## config.mk

```make
export PLATFORM = sky130hd
export DESIGN_NAME = gray_ptr_sync_decoder
export DESIGN_NICKNAME = d
export VERILOG_FILES = /design/src/rtl/gray_ptr_sync_decoder_pkg.sv /design/src/rtl/gray_ptr_sync_decoder_sync.sv /design/src/rtl/gray_ptr_sync_decoder.sv
export SDC_FILE = /design/constraint.sdc
export NUM_CORES = 1
export LEC_CHECK = 0
export CAP_MARGIN = 0
export CELL_PAD_IN_SITES_DETAIL_PLACEMENT = 2
export CELL_PAD_IN_SITES_GLOBAL_PLACEMENT = 2
export CORE_UTILIZATION = 25
export CTS_CLUSTER_DIAMETER = 120
export CTS_CLUSTER_SIZE = 24
export DETAILED_ROUTE_END_ITERATION = 7
export PLACE_DENSITY = 0.79
export SYNTH_ARGS = -nofsm -noshare
export SYNTH_HDL_FRONTEND = slang
export SYNTH_HIERARCHICAL = 1
export SYNTH_SLANG_ARGS = --single-unit
export TNS_END_PERCENT = 30
```

## constraint.sdc

```tcl
create_clock -name clk -period 1.6 [get_ports clk]
set_input_delay 0.32 -clock clk [delete_from_list [all_inputs] [get_ports clk]]
set_output_delay 0.32 -clock clk [all_outputs]
set_load 0.05 [all_outputs]
```

## src/rtl/gray_ptr_sync_decoder_pkg.sv

```systemverilog
// Shared gray-pointer helpers: gray/binary conversion, popcount and buffer depth.
// Functions take zero-extended 32-bit operands so any pointer width up to 32 works.
package gray_ptr_sync_decoder_pkg;

    localparam int MAX_BITS = 32;

    function automatic logic [MAX_BITS-1:0] bin2gray(input logic [MAX_BITS-1:0] b);
        return b ^ (b >> 1);
    endfunction

    // Zero-extended upper bits XOR to zero, so the decode is width-agnostic.
    function automatic logic [MAX_BITS-1:0] gray2bin(input logic [MAX_BITS-1:0] g);
        logic [MAX_BITS-1:0] b;
        b[MAX_BITS-1] = g[MAX_BITS-1];
        for (int i = MAX_BITS - 2; i >= 0; i--) begin
            b[i] = b[i+1] ^ g[i];
        end
        return b;
    endfunction

    function automatic int popcount(input logic [MAX_BITS-1:0] v);
        int cnt;
        cnt = 0;
        for (int i = 0; i < MAX_BITS; i++) begin
            cnt += int'(v[i]);
        end
        return cnt;
    endfunction

    // Pointer carries one wrap bit above the address bits.
    function automatic int depth_of(input int num_bits);
        return 1 << (num_bits - 1);
    endfunction

endpackage

```

## src/rtl/gray_ptr_sync_decoder_sync.sv

```systemverilog
// Parameterized N-stage flop synchronizer with synchronous active-high reset.
// Plain flop chain with no logic between stages; reusable for any crossing pointer.
module gray_ptr_sync_decoder_sync #(
    parameter int WIDTH  = 4,
    parameter int STAGES = 2
) (
    input  logic             clk,
    input  logic             rst,
    input  logic [WIDTH-1:0] d,
    output logic [WIDTH-1:0] q
);

    logic [WIDTH-1:0] stage [STAGES];

    // NOTE: every stage is reset explicitly; a flop array left unreset would
    // present X to the decoder until the chain had flushed.
    always_ff @(posedge clk) begin
        if (rst) begin
            for (int k = 0; k < STAGES; k++) begin
                stage[k] <= '0;
            end
        end else begin
            stage[0] <= d;
            for (int k = 1; k < STAGES; k++) begin
                stage[k] <= stage[k-1];
            end
        end
    end

    assign q = stage[STAGES-1];

endmodule

```

## src/rtl/gray_ptr_sync_decoder.sv

```systemverilog
// Read-side receiver of a gray-coded write pointer: synchronize, decode to binary,
// and derive occupancy, empty/full and sticky integrity errors against rd_bin.
module gray_ptr_sync_decoder
    import gray_ptr_sync_decoder_pkg::*;
#(
    parameter int NUM_BITS    = 4,
    parameter int SYNC_STAGES = 2
) (
    input  logic                clk,
    input  logic                rst,
    input  logic [NUM_BITS-1:0] gray_in,
    input  logic [NUM_BITS-1:0] rd_bin,
    input  logic                clr_err,
    output logic [NUM_BITS-1:0] wr_bin,
    output logic                wr_adv,
    output logic [NUM_BITS-1:0] level,
    output logic                empty,
    output logic                full,
    output logic                step_err,
    output logic                ovf_err
);

    localparam logic [NUM_BITS-1:0] DEPTH = NUM_BITS'(depth_of(NUM_BITS));

    logic [NUM_BITS-1:0] sync;
    logic [NUM_BITS-1:0] prev;
    logic [NUM_BITS-1:0] sync_bin;
    logic [NUM_BITS-1:0] diff;
    logic                bad_step;
    logic                overflow;

    gray_ptr_sync_decoder_sync #(
        .WIDTH (NUM_BITS),
        .STAGES(SYNC_STAGES)
    ) u_sync (
        .clk(clk),
        .rst(rst),
        .d  (gray_in),
        .q  (sync)
    );

    assign sync_bin = NUM_BITS'(gray2bin(32'(sync)));
    // Modular subtraction: wrap of either pointer falls out naturally.
    assign diff     = wr_bin - rd_bin;
    assign bad_step = popcount(32'(sync ^ prev)) > 1;
    assign overflow = diff > DEPTH;

    // NOTE: all state here uses non-blocking assignments so every register
    // samples the pre-edge values of the others, independent of statement order.
    always_ff @(posedge clk) begin
        if (rst) begin
            prev     <= '0;
            wr_bin   <= '0;
            wr_adv   <= 1'b0;
            level    <= '0;
            empty    <= 1'b1;
            full     <= 1'b0;
            step_err <= 1'b0;
            ovf_err  <= 1'b0;
        end else begin
            prev   <= sync;
            wr_bin <= sync_bin;
            wr_adv <= sync_bin != wr_bin;
            level  <= diff;
            empty  <= diff == '0;
            full   <= diff == DEPTH;
            // A new violation outranks a simultaneous clear.
            step_err <= bad_step | (step_err & ~clr_err);
            ovf_err  <= overflow | (ovf_err & ~clr_err);
        end
    end

endmodule

```

==> summary.md <==
| Metric | Value |
|---|---|
| Failing checks | `negative setup slack` |
| Die Y-Extent | `64.6 um` |
| Worst vdd ir | `0.000331 V` |
| Overflow after GRT | `0` |
| FF-to-FF Start | `wr_bin[0]` |
| Worst Skew | `0.00674 ns` |
| Most frequent cell after synthesis | `dfxtp_1` |
| Mapped Area | `980 um^2` |
| Dominant synthesized flop cell | `dfxtp_1` |
| Gate count of the mapped netlist | `93` |
| Antenna viol nets, final | `0` |
| CP required | `1.76 ns` |
| Syn avg cell area | `10.5 um^2` |
| NetSw | `444 uW` |
| Clock network power share | `25.2%` |
| H-tree depth | `1` |
| Crit path cell chain | `clkdlybuf4s50_1, inv_1, ha_4, o21a_1, o21ai_1, a21oi_2, or2_4` |
| CP startpoint | `rd_bin[2]` |
| 1st-iter DRT viols | `10` |
| Drt first pass iters | `2` |
| Tcrit/Tclk final | `105%` |
| Post-synth ARST share | `0%` |
| Vias | `744` |
| Gpl congestion | `0.683` |
| Switching Share | `30.6%` |
| Worst Setup End Kind | `flop` |
| Clk sinks | `24` |
| Largest net degree at the start of global routing | `25` |
| # rows | `22` |
| Port Buffers | `23` |
| Syn. warnings | `6` |
| Top cells by count, synth | `dfxtp_1 (24), nor2b_1 (14), nor2_1 (8)` |
| CTS root buf | `clkbuf_8` |
| Share of layout cells above drive strength 1 | `38.1%` |
| Final setup viols | `4` |
| Final critical-path required period | `1.68 ns` |
| Pwr Density | `1010 nW/um^2` |
| Remaining DRCs | `0` |
| Worst EP arrival | `1.84 ns` |
| Via density | `4.28` |
| Die ar. | `4170 um^2` |
| Synth Net Count | `109` |
| Slew headroom | `80.2%` |
| Setup ws final | `-0.0815 ns` |
| Peak fanout along the critical path | `3` |
| Internal power | `1.01 mW` |
| Non-Filler Instances | `174` |
| Vias in the first global route | `890` |
| Static leakage | `0.582 nW` |
| Post-DP HPWL | `1.63 mm` |
| First-pass GRT wire length | `3.95 mm` |
| Synth top area cells | `dfxtp_1 (49%), nor2b_1 (8.9%), xnor2_1 (6.3%)` |
| CTS Buf Count | `3` |
| TritonCTS clock tree | `built` |
| Placed cells | `168` |
| Hold path start | `u_sync/stage[0][3]` |
| Final nets | `143` |
| Maximum clock path buffer count | `2` |
| CP Class | `primary input to flop` |
| Max-slew violations | `0` |
| Outcome | `finished with violations` |
| Final Util | `38.5%` |
| Worst Path Buf+Inv | `2` |
| ANT cells | `0` |
| Post-synth EDFFs | `0` |
| Sequential share of power | `45.9%` |
| WL/cell | `13.2 um` |
| # IOs | `24` |
| CP startpoint kind | `primary input` |
| Core area | `3720 um^2` |
| Final Hold Viols | `0` |
| Fmax | `595 MHz` |
| RSZ-0062 raised after global routing | `yes` |
| Worst hold path class | `flop to flop` |
| Slowest stage delay, CP | `0.47 ns` |
| Register area share after synthesis | `49.0%` |
| Clock Latency Late Sink | `0.27 ns` |
| Initial antenna violation count | `0` |
| Clk pin slew, worst setup/hold paths | `0.08 ns` |
| Yosys top cell by area | `dfxtp_1` |
| Max Cap Viol | `0` |
| Fillers | `409` |
| Slowest cell on the critical path | `clkdlybuf4s50_1` |
| Initial core utilization | `26.4%` |
| WL final | `2.30 mm` |
| Distinct cells, synth | `26` |
| Delay-heaviest family, CP | `buffers and inverters` |
| Area Overhead vs Synth | `46.1%` |
| Die width | `64.6 um` |
| Global Route Usage Sum | `13.1%` |
| #FFs+latches synth | `24` |
| Slew @ Worst Pin | `0.295 ns` |
| Comb pwr share | `28.8%` |
| Top-area cell type share of the netlist area | `49.0%` |
-- layout make-up --
class                           count  area [um^2]  area share [%]
Multi-Input combinational cell     58          505            35.3
Sequential cell                    24          489            34.2
Timing Repair Buffer               35          310            21.7
Tap cell                           48         60.1            4.20
Clock buffer                        4         45.0            3.15
Inverter                            5         21.3            1.49
-- layer usage --
layer | track usage [%] | share of wire (%) | up-vias
li1 | - | - | 357
met1 | 11.3 | 36 | 362
met2 | 28.3 | 59 | 23
met3 | 3.17 | 4.0 | 2
met4 | 4.17 | 1.5 | 0
met5 | 0 | 0 | -
-- worst register-to-register path: cells and delay by family (launching register included) --
kind                     cells  cell delay (ns)
AO/OA/AOI/OAI                1             0.05
adder cells (fa/ha/maj)      2             0.65
buffers and inverters        2             0.10
flip-flops                   1             0.36
AND/OR/NAND/NOR              2             0.41
-- final timing paths --
path / slack [ns] / to / depth (start not counted)
worst max-delay path: -0.08 / empty / 7
worst min-delay path: 0.45 / u_sync/stage[0][7] / 1
worst max register to register: -0.08 / empty / 7
worst min register to register: 0.45 / u_sync/stage[0][7] / 1
-- layout by cell type, fill, tap and decap left out, drive strengths merged, types with 3 or more instances in the layout --
cell type	instances
nor2	8
xnor2	8
buf	25
xor2	3
inv	5
a21oi	3
clkdlybuf4s50	8
nor2b	14
clkbuf	4
nand2b	3
ha	3
dfxtp	24
-- kinds of logic after synthesis --
kind of cell | synth area share, %
xor gates and xnor gates | 12.1
DFF | 49.0
adders and majority gates | 7.92
muxes | 1.02
AOI/OAI and AO/OA | 4.72
and+or+nand+nor | 19.0
buffers and inverters | 6.13
-- timing repair --
action                                  CTS  global route
gates resized for setup                  11             0
gates cloned                              0             0
setup buffers                             2             0
pin swaps                                 4             1
hold buffers                              0             0
endpoints found under the setup margin    4             4
-- power groups by stage --
stage / Sequential [mW] / Clock, mW / Combinational, mW
2_1_floorplan: 0.782 / 0 / 0.136
3_3_place_gp: 0.676 / 0 / 0.370
3_5_place_dp: 0.679 / 0 / 0.384
4_1_cts: 0.667 / 0.384 / 0.415
5_1_grt: 0.671 / 0.413 / 0.451
6_report: 0.666 / 0.366 / 0.418
-- per-stage QoR --
stage | power (mW) | setup slack (ns) | setup TNS [ns] | instance area (um^2) | hold slack (ns)
finish | 1.45 | -0.0815 | -0.156 | 1430 | 0.449
global route | 1.54 | -0.149 | -0.365 | 1430 | 0.474
CTS | 1.47 | -0.0338 | -0.0453 | 1430 | 0.456
detailed placement | 1.06 | -0.593 | -2.50 | 1330 | 0.438
global placement | 1.05 | -0.468 | -1.96 | 1330 | 0.422
floorplan | 0.918 | -0.0449 | -0.0449 | 1010 | 0.392
-- state kept, by name (all words and copies together) (netlist names) --
register,flops
empty,1
level,4
full,1
ovf_err,1
prev,3
step_err,1
wr_bin,4
u_sync/stage,8
wr_adv,1
No activity file was read; power rests on OpenSTA's default activity.
